**src/rtl/soda_pkg.sv**
```systemverilog
// ---------------------------------------------------------------------------
// soda_pkg
// Shared definitions for the soda dispenser front end and datapath.
//   - MONEY_W        : width of every cent quantity (coin value, tot, counts)
//   - COIN_ID_W      : width of the raw coin code from the mechanism
//   - COIN_*         : coin codes; any code with bit 2 set is invalid
//   - VAL_*          : cent value of each valid coin
//   - state_t        : coin_acceptor FSM state encoding
//   - coin_valid()   : true for the four legal coin codes
//   - coin_value()   : cent value of a coin code (0 for invalid codes)
// ---------------------------------------------------------------------------
package soda_pkg;

  localparam int MONEY_W   = 8;
  localparam int COIN_ID_W = 3;

  localparam logic [COIN_ID_W-1:0] COIN_NICKEL  = 3'b000;
  localparam logic [COIN_ID_W-1:0] COIN_DIME    = 3'b001;
  localparam logic [COIN_ID_W-1:0] COIN_QUARTER = 3'b010;
  localparam logic [COIN_ID_W-1:0] COIN_DOLLAR  = 3'b011;

  localparam logic [MONEY_W-1:0] VAL_NICKEL  = 8'd5;
  localparam logic [MONEY_W-1:0] VAL_DIME    = 8'd10;
  localparam logic [MONEY_W-1:0] VAL_QUARTER = 8'd25;
  localparam logic [MONEY_W-1:0] VAL_DOLLAR  = 8'd100;

  typedef enum logic [2:0] {
    IDLE     = 3'd0,
    DEB_ON   = 3'd1,
    DECIDE   = 3'd2,
    WAIT_REL = 3'd3,
    DEB_OFF  = 3'd4
  } state_t;

  function automatic logic coin_valid(input logic [COIN_ID_W-1:0] id);
    return (id == COIN_NICKEL) || (id == COIN_DIME) ||
           (id == COIN_QUARTER) || (id == COIN_DOLLAR);
  endfunction

  function automatic logic [MONEY_W-1:0] coin_value(input logic [COIN_ID_W-1:0] id);
    logic [MONEY_W-1:0] v;
    v = '0;
    case (id)
      COIN_NICKEL:  v = VAL_NICKEL;
      COIN_DIME:    v = VAL_DIME;
      COIN_QUARTER: v = VAL_QUARTER;
      COIN_DOLLAR:  v = VAL_DOLLAR;
      default:      v = '0;
    endcase
    return v;
  endfunction

endpackage

```
**src/rtl/coin_acceptor_if.sv**
```systemverilog
// ---------------------------------------------------------------------------
// coin_acceptor_if
// Bundles the coin mechanism inputs, the controller lockout and the
// acceptor results.
//   master : drives coin_sense, coin_id, hold; observes the results
//   slave  : the coin_acceptor itself
// Signal semantics (no backpressure exists on this path):
//   c and reject are single-cycle strobes, never high together; the consumer
//   must take them the cycle they appear. a is valid from the cycle c is high
//   and holds until the next accepted coin. dbg_state mirrors the FSM state.
// ---------------------------------------------------------------------------
interface coin_acceptor_if;
  import soda_pkg::*;

  logic                 coin_sense;
  logic [COIN_ID_W-1:0] coin_id;
  logic                 hold;
  logic                 c;
  logic [MONEY_W-1:0]   a;
  logic                 reject;
  logic                 busy;
  logic [MONEY_W-1:0]   coin_cnt;
  state_t               dbg_state;

  modport master (
    output coin_sense, coin_id, hold,
    input  c, a, reject, busy, coin_cnt, dbg_state
  );

  modport slave (
    input  coin_sense, coin_id, hold,
    output c, a, reject, busy, coin_cnt, dbg_state
  );

endinterface

```
**src/rtl/sync_2ff.sv**
```systemverilog
// ---------------------------------------------------------------------------
// sync_2ff
// Two-flop synchronizer for asynchronous level inputs.
//   clk   : destination clock
//   rst_n : asynchronous active-low reset, clears both stages
//   i_d   : asynchronous input (WIDTH bits)
//   o_q   : synchronized output, two clocks of latency
// Multi-bit use is only safe for data that is stable while it is consumed
// (coin_id is held steady while coin_sense is high).
// ---------------------------------------------------------------------------
module sync_2ff #(
  parameter int WIDTH = 1
) (
  input  logic             clk,
  input  logic             rst_n,
  input  logic [WIDTH-1:0] i_d,
  output logic [WIDTH-1:0] o_q
);

  logic [WIDTH-1:0] r_meta;
  logic [WIDTH-1:0] r_sync;

  always_ff @(posedge clk or negedge rst_n) begin
    if (!rst_n) begin
      r_meta <= '0;
      r_sync <= '0;
    end else begin
      r_meta <= i_d;
      r_sync <= r_meta;
    end
  end

  assign o_q = r_sync;

endmodule

```
**src/rtl/coin_acceptor.sv**
```systemverilog
// ---------------------------------------------------------------------------
// coin_acceptor
// Front end of the soda dispenser: synchronizes the coin mechanism, debounces
// insertion and release, classifies the coin and issues either a one-cycle
// accept strobe (c, with cent value a) or a one-cycle reject strobe.
// Ports:
//   clk   : system clock, rising edge
//   rst_n : asynchronous active-low reset
//   bus   : coin_acceptor_if.slave
//             coin_sense, coin_id (raw, async), hold (synchronous lockout)
//             c, a, reject, busy, coin_cnt, dbg_state
// Parameters:
//   DEBOUNCE_CYCLES : synchronized cycles a level must persist (1..255)
//   SAT_MAX         : saturation value of coin_cnt
// ---------------------------------------------------------------------------
module coin_acceptor
  import soda_pkg::*;
#(
  parameter int DEBOUNCE_CYCLES = 4,
  parameter int SAT_MAX         = 255
) (
  input  logic            clk,
  input  logic            rst_n,
  coin_acceptor_if.slave  bus
);

  localparam logic [7:0]         DEB_LIM = 8'(DEBOUNCE_CYCLES);
  localparam logic [MONEY_W-1:0] SAT_LIM = MONEY_W'(SAT_MAX);

  // Synchronized mechanism signals
  logic                 w_sense_s;
  logic [COIN_ID_W-1:0] w_id_s;

  // FSM and datapath state
  state_t               r_state;
  state_t               w_state_nx;
  logic [7:0]           r_deb_cnt;
  logic [7:0]           w_deb_cnt_nx;
  logic [COIN_ID_W-1:0] r_id;
  logic                 w_id_ld;
  logic                 w_accept;
  logic                 w_reject;
  logic                 r_c;
  logic                 r_reject;
  logic [MONEY_W-1:0]   r_a;
  logic [MONEY_W-1:0]   r_coin_cnt;

  sync_2ff #(.WIDTH(1)) u_sync_sense (
    .clk   (clk),
    .rst_n (rst_n),
    .i_d   (bus.coin_sense),
    .o_q   (w_sense_s)
  );

  sync_2ff #(.WIDTH(COIN_ID_W)) u_sync_id (
    .clk   (clk),
    .rst_n (rst_n),
    .i_d   (bus.coin_id),
    .o_q   (w_id_s)
  );

  // State register
  always_ff @(posedge clk or negedge rst_n) begin
    if (!rst_n) begin
      r_state   <= IDLE;
      r_deb_cnt <= '0;
    end else begin
      r_state   <= w_state_nx;
      r_deb_cnt <= w_deb_cnt_nx;
    end
  end

  // Next state, debounce counter and decision strobes.
  // The IDLE sample that leaves for DEB_ON counts as the first stable cycle,
  // so DECIDE is entered after DEBOUNCE_CYCLES further matching samples.
  // hold comes from the synchronous controller and is only looked at in DECIDE.
  always_comb begin
    w_state_nx   = r_state;
    w_deb_cnt_nx = r_deb_cnt;
    w_id_ld      = 1'b0;
    w_accept     = 1'b0;
    w_reject     = 1'b0;
    case (r_state)
      IDLE: begin
        w_deb_cnt_nx = '0;
        if (w_sense_s) begin
          w_state_nx   = DEB_ON;
          w_deb_cnt_nx = 8'd1;
        end
      end
      DEB_ON: begin
        if (!w_sense_s) begin
          w_state_nx   = IDLE;
          w_deb_cnt_nx = '0;
        end else if (r_deb_cnt == DEB_LIM) begin
          w_state_nx   = DECIDE;
          w_deb_cnt_nx = '0;
          w_id_ld      = 1'b1;
        end else begin
          w_deb_cnt_nx = r_deb_cnt + 8'd1;
        end
      end
      DECIDE: begin
        w_state_nx   = WAIT_REL;
        w_deb_cnt_nx = '0;
        if (coin_valid(r_id) && !bus.hold) begin
          w_accept = 1'b1;
        end else begin
          w_reject = 1'b1;
        end
      end
      WAIT_REL: begin
        w_deb_cnt_nx = '0;
        if (!w_sense_s) begin
          w_state_nx   = DEB_OFF;
          w_deb_cnt_nx = 8'd1;
        end
      end
      DEB_OFF: begin
        if (w_sense_s) begin
          // Release bounce: still the same coin, wait for a clean release.
          w_state_nx   = WAIT_REL;
          w_deb_cnt_nx = '0;
        end else if (r_deb_cnt == DEB_LIM) begin
          w_state_nx   = IDLE;
          w_deb_cnt_nx = '0;
        end else begin
          w_deb_cnt_nx = r_deb_cnt + 8'd1;
        end
      end
      default: begin
        w_state_nx   = IDLE;
        w_deb_cnt_nx = '0;
      end
    endcase
  end

  // Coin id is captured once at the end of insertion debounce; later
  // changes on coin_id cannot affect the decision.
  always_ff @(posedge clk or negedge rst_n) begin
    if (!rst_n) begin
      r_id <= '0;
    end else if (w_id_ld) begin
      r_id <= w_id_s;
    end
  end

  // Result registers: a and coin_cnt move on the same edge that raises c.
  always_ff @(posedge clk or negedge rst_n) begin
    if (!rst_n) begin
      r_c        <= 1'b0;
      r_reject   <= 1'b0;
      r_a        <= '0;
      r_coin_cnt <= '0;
    end else begin
      r_c      <= w_accept;
      r_reject <= w_reject;
      if (w_accept) begin
        r_a <= coin_value(r_id);
        if (r_coin_cnt < SAT_LIM) begin
          r_coin_cnt <= r_coin_cnt + 1'b1;
        end
      end
    end
  end

  assign bus.c         = r_c;
  assign bus.reject    = r_reject;
  assign bus.a         = r_a;
  assign bus.coin_cnt  = r_coin_cnt;
  assign bus.busy      = (r_state != IDLE);
  assign bus.dbg_state = r_state;

endmodule

```
**src/flat_wrapper.sv**
```systemverilog
// flat-port wrapper written by rule: the top's interface ports become plain ports
module coin_acceptor_flat import soda_pkg::*;
#(
  parameter int DEBOUNCE_CYCLES = 4,
  parameter int SAT_MAX         = 255
)
  (clk, rst_n, bus_coin_sense, bus_coin_id, bus_hold, bus_c, bus_a, bus_reject, bus_busy, bus_coin_cnt, bus_dbg_state);
  coin_acceptor_if bus_i ();
  input  logic clk;
  input  logic rst_n;
  input wire logic [$bits(bus_i.coin_sense)-1:0] bus_coin_sense;
  input wire logic [$bits(bus_i.coin_id)-1:0] bus_coin_id;
  input wire logic [$bits(bus_i.hold)-1:0] bus_hold;
  output wire logic [$bits(bus_i.c)-1:0] bus_c;
  output wire logic [$bits(bus_i.a)-1:0] bus_a;
  output wire logic [$bits(bus_i.reject)-1:0] bus_reject;
  output wire logic [$bits(bus_i.busy)-1:0] bus_busy;
  output wire logic [$bits(bus_i.coin_cnt)-1:0] bus_coin_cnt;
  output wire logic [$bits(bus_i.dbg_state)-1:0] bus_dbg_state;
  assign bus_i.coin_sense = bus_coin_sense;
  assign bus_i.coin_id = bus_coin_id;
  assign bus_i.hold = bus_hold;
  assign bus_c = bus_i.c;
  assign bus_a = bus_i.a;
  assign bus_reject = bus_i.reject;
  assign bus_busy = bus_i.busy;
  assign bus_coin_cnt = bus_i.coin_cnt;
  assign bus_dbg_state = bus_i.dbg_state;
  coin_acceptor #(.DEBOUNCE_CYCLES(DEBOUNCE_CYCLES), .SAT_MAX(SAT_MAX)) u_core (.clk(clk), .rst_n(rst_n), .bus(bus_i));
endmodule
```
**config.mk**
```make
export PLATFORM = sky130hd
export DESIGN_NAME = coin_acceptor_flat
export DESIGN_NICKNAME = d
export VERILOG_FILES = /design/src/rtl/soda_pkg.sv /design/src/rtl/coin_acceptor_if.sv /design/src/rtl/sync_2ff.sv /design/src/rtl/coin_acceptor.sv /design/src/flat_wrapper.sv
export SDC_FILE = /design/constraint.sdc
export NUM_CORES = 1
export LEC_CHECK = 0
export BUFFER_PORTS_ARGS = -buffer_cell sky130_fd_sc_hd__buf_2
export CAP_MARGIN = 5
export CORE_MARGIN = 3
export CORE_UTILIZATION = 40
export CTS_CLUSTER_DIAMETER = 100
export CTS_CLUSTER_SIZE = 40
export DETAILED_ROUTE_END_ITERATION = 7
export RECOVER_POWER = 50
export SYNTH_ARGS = -nofsm -noshare
export SYNTH_HDL_FRONTEND = slang
export SYNTH_SLANG_ARGS = --single-unit
```
**constraint.sdc**
```tcl
create_clock -name clk -period 5.15 [get_ports clk]
set_clock_uncertainty 0.2 [all_clocks]
set_input_delay 1.03 -clock clk [delete_from_list [all_inputs] [get_ports clk]]
set_output_delay 1.03 -clock clk [all_outputs]
set_load 0.005 [all_outputs]
```
# Word level (Yosys, flattened, before mapping)
# Index checks and enable logic that the tools add are counted.
# Widths: inputs -> output; s select.
# word_totals
register_bits	40
in_bits	7
output_inout_bits	22
# op_classes
addsub	2
eq_ne	12
n_mux	21
magnitude_cmp	1
n_reduce_logical	10
# ops
op	count
$pmux 8 s4	1
$pmux 7 s4	1
$mux 8	3
$mux 3	6
$add 8x1->8 const B	2
$pmux 3 s5	1
$eq 3x2->1 const B	4
$mux 1	9
$eq 8x3->1 const B	1
$lt 8x8->1 const B	1
$eq 3x1->1 const B	2
$logic_not 3->1	2
$ne 3x2->1 const B	2
$ne 2x2->1 const B	2
$reduce_and 4->1	1
$eq 3x3->1 const B	1
$logic_or 1x1->1	3
$reduce_bool 3->1	1
$reduce_and 2->1	1
$logic_and 1x1->1	1
$logic_not 1->1	1

# Logic depth before layout (Yosys ltp)
# logic_depth
ltp_word	8
ltp_mapped	6
mapped_depth_nobuf	5

# Modules after synthesis
# A second synthesis with hierarchy kept.
# unflattened
cells_unflattened	145
hier_area_um2	1695.4
# modules_own_cells
module	seq_area_each_um2	instances	cells_each	area_per_inst_um2
coin_acceptor	750.7	1	137	1495.2
sync_2ff (u_core.u_sync_id)	150.1	1	6	150.1
sync_2ff (u_core.u_sync_sense)	50.0	1	2	50.0

# Worst setup path before layout
# Ideal clock, no wire load.
# synth_path
path_type	register -> output
startpoint	reg u_core.r_state[2], in the netlist u_core.bus.dbg_state[2]
endpoint	out bus_busy
arrival_time_ns	0.967
path_stages_with_launch	3
path_slack_ns	2.953
cell_sequence	dfrtp_1 -> clkbuf_1 -> or3_1
# synth_via
elab_chain_len	1
# synth_lines
item	line_no	source
start, declared	coin_acceptor.sv:35	state_t r_state;
start signal, assigned	coin_acceptor.sv:68	r_state <= w_state_nx;
$reduce_bool 3->1	coin_acceptor.sv:171	assign bus.busy = (r_state != IDLE);
end, declared	flat_wrapper.sv:17	output wire logic [$bits(bus_i.busy)-1:0] bus_busy;
# No other way between the ends.

==> impl_metrics.env <==
export IMPL_timing_rr_end="u_core.bus.coin_cnt[7]"
export IMPL_die_x_um=70.0
export IMPL_postCtsSetupRepairBufs=0
export IMPL_synth_edff_count=0
export IMPL_vias_per_cell=4.88
export IMPL_num_vias=1083
export IMPL_yosysTopAreaCell="dfrtp_1"
export IMPL_pwr_share_comb_pct=19.4
export IMPL_fin_nets=183
export IMPL_numCtsBuffers=5
export IMPL_ant_nets=0
export IMPL_stdcell_area_mm2=0.00187
export IMPL_seqCellArea_um2=951
export IMPL_rows=22
export IMPL_crit_arrival_ps=2430
export IMPL_cts_root_buf="clkbuf_8"
export IMPL_p_seq_share_pct=53.1
export IMPL_grt_pass1_vias=1107
export IMPL_syn_inst=146
export IMPL_core_area_mm2=0.00380
export IMPL_ff2ff_path_depth=4
export IMPL_p_switching_w=0.000218
export IMPL_post_layout_nonfiller_instances=222
export IMPL_clkSlewWorstSetupHoldPaths_ps=60
export IMPL_multi_input_area_um2=608
export IMPL_worst_path_buf_inv=1
export IMPL_yosys_warnings=0
export IMPL_crit_required_ps=4950
export IMPL_drive_gt1_share_pct=23.6
export IMPL_rrSetupSlack_ps=3150
export IMPL_initial_core_util_pct=43.1
export IMPL_dr_pass1_iters=4
export IMPL_die_h_um=70.0
export IMPL_fin_crit_ps=2630
export IMPL_cp_end_kind="asynchronous set/reset pin"
export IMPL_htree_levels=2
export IMPL_crit_type="primary input to asynchronous set/reset pin"
export IMPL_grt_max_degree=39
export IMPL_final_hold_violation_count=0
export IMPL_p_leak_nw=0.929
export IMPL_holdPathEnd="u_core.u_sync_sense.o_q"
export IMPL_setup_violations=0
export IMPL_internal_power_w=0.000523
export IMPL_ys_async_sr_fraction_pct=100
export IMPL_cp_start_kind="primary input"
export IMPL_hold_start="u_core.u_sync_sense.r_meta"
export IMPL_clock_sinks=38
export IMPL_max_slew_margin_rel_pct=-30.7
export IMPL_cap_viol_max_count=1
export IMPL_yosysTopAreaCellShare_pct=58.1
export IMPL_io_pins=29
export IMPL_avgSynthCellArea_um2=11.2
export IMPL_cts_tree="done"
export IMPL_cpMaxStageDelayCell="clkbuf_1"
export IMPL_crit_family="buffers and inverters"
export IMPL_synthTopCellsByCount="dfrtp_1, nor2_1, nand3_1"
export IMPL_crit_fanout=38
export IMPL_post_cts_resized=0
export IMPL_dieArea_mm2=0.00490
export IMPL_tightest_slew_ps=1960
export IMPL_ir_drop_mv=0.181
export IMPL_hold_path_class="flop to flop"
export IMPL_hold_buffers=0
export IMPL_drc_errors=0
export IMPL_rsz0062_at_grt="no"
export IMPL_gp_congestion=0.779
export IMPL_syn_to_final_growth_pct=14.3
export IMPL_drt_iter0_markers=23
export IMPL_ys_top_cells_by_area="dfrtp_1, nor2_1, mux2_2"
export IMPL_rr_startpoint="u_core.bus.dbg_state[1]"
export IMPL_syn_area_mm2=0.00164
export IMPL_grt_pass1_wl_um=5000
export IMPL_syn_nets=156
export IMPL_post_route_period_util_pct=51.0
export IMPL_cts_path_max_buffers=2
export IMPL_status="complete, but fails checks"
export IMPL_switching_share_pct=29.4
export IMPL_grt_overflow=0
export IMPL_hold_depth=0
export IMPL_antenna_found_initial=0
export IMPL_synth_most_common_cell="dfrtp_1"
export IMPL_ys_flop_type="dfrtp_1"
export IMPL_fmax_mhz=381
export IMPL_diodes=0
export IMPL_power_per_cell_area_mw_per_mm2=396
export IMPL_ys_types=35
export IMPL_finalSetupTns_ps=0
export IMPL_dp_cells=214
export IMPL_dp_hpwl_um=1980
export IMPL_violations="capacitance limit, slew limit"
export IMPL_slowest_delay_ps=1380
export IMPL_clkPwrFrac_pct=27.5
export IMPL_n_fill_cell=357
export IMPL_port_buffers=27
export IMPL_post_dp_cell_area_mm2=0.00179
export IMPL_groute_usage_overall_pct=12.6
export IMPL_drv_slew=39
export IMPL_drt_total_wl_um=2780
export IMPL_worstPathCellList="clkbuf_1"
export IMPL_routedWlPerCell_um=12.5
export IMPL_clk_latency_ps=280
export IMPL_seq_area_frac_synth_pct=58.1
export IMPL_synth_seq_cells=38
[cell families after synthesis]
kind of cell    synth area share [%]
other cells                    0.229
buf+inv                         4.36
fa+ha+maj                       2.29
compound gates                  6.35
mux                             3.44
flops                           58.1
simple gates                    19.3
xor+xnor                        5.89
[worst max path at each step]
stage,depth (start not counted),from,to
global placement,5,bus_hold,u_core.bus.coin_cnt[7]
global route,1,rst_n,u_core.u_sync_id.r_meta[1]
CTS,2,u_core.bus.dbg_state[2],bus_busy
floorplan,2,u_core.bus.dbg_state[2],bus_busy
finish,1,rst_n,u_core.u_sync_id.o_q[0]
detailed placement,5,bus_hold,u_core.bus.coin_cnt[7]
[metrics by stage]
step | util [%] | total power [W] | hold slack, ps | setup WS (ps)
final | 49.2 | 0.000741 | 150 | 2520
after global routing | 49.2 | 0.000794 | 159 | 2060
after CTS | 49.4 | 0.000754 | 153 | 2610
after detailed placement | 47.0 | 0.000547 | 138 | 2590
after global placement | 47.0 | 0.000539 | 133 | 2630
after floorplan | - | 0.000487 | 131 | 2950
[cell type report]
type | instances | area share, %
Sequential cell | 38 | 50.8
Multi-Input combinational cell | 94 | 32.5
Timing Repair Buffer | 27 | 7.16
Clock buffer | 7 | 4.62
Tap cell | 48 | 3.21
Inverter | 7 | 1.40
Clock inverter | 1 | 0.268
[power groups by stage]
stage	clock [W]	combinational [W]	sequential [W]
finish	0.000204	0.000144	0.000393
global route	0.000224	0.000168	0.000402
CTS	0.000212	0.000148	0.000394
detailed placement	0	0.000148	0.000400
floorplan	0	0.000103	0.000384
global placement	0	0.000143	0.000396
[flip-flops by register name, summed over array words and instances, names as in the netlist]
register and count:
u_core.u_sync_id.o_q 3, u_core.u_sync_id.r_meta 3, u_core.r_deb_cnt 8, u_core.bus.a 6, u_core.u_sync_sense.r_meta 1, u_core.r_id 3
u_core.u_sync_sense.o_q 1, u_core.bus.c 1, u_core.bus.dbg_state 3, u_core.bus.coin_cnt 8, u_core.bus.reject 1
[routing by layer]
| metal | vias to the layer above | share of wire, % | routed length (um) | track usage [%] |
|---|---|---|---|---|
| met5 | - | 0 | 0 | 0 |
| met1 | 516 | 48 | 1350 | 15.9 |
| li1 | 543 | - | - | - |
| met2 | 22 | 46 | 1280 | 19.6 |
| met4 | 0 | 0.68 | 19 | 5.74 |
| met3 | 2 | 5.0 | 139 | 4.03 |
[layout by cell type (no fill, tap or decap), types with 5 or more instances in the layout]
master	count
dfrtp_1	38
buf_2	26
nor2_1	16
nand3_1	11
nand2_1	10
inv_1	7
xor2_1	6
clkbuf_8	6
a21oi_1	5
xnor2_1	5
mux2_2	5
No activity file was read; power rests on OpenSTA's default activity.
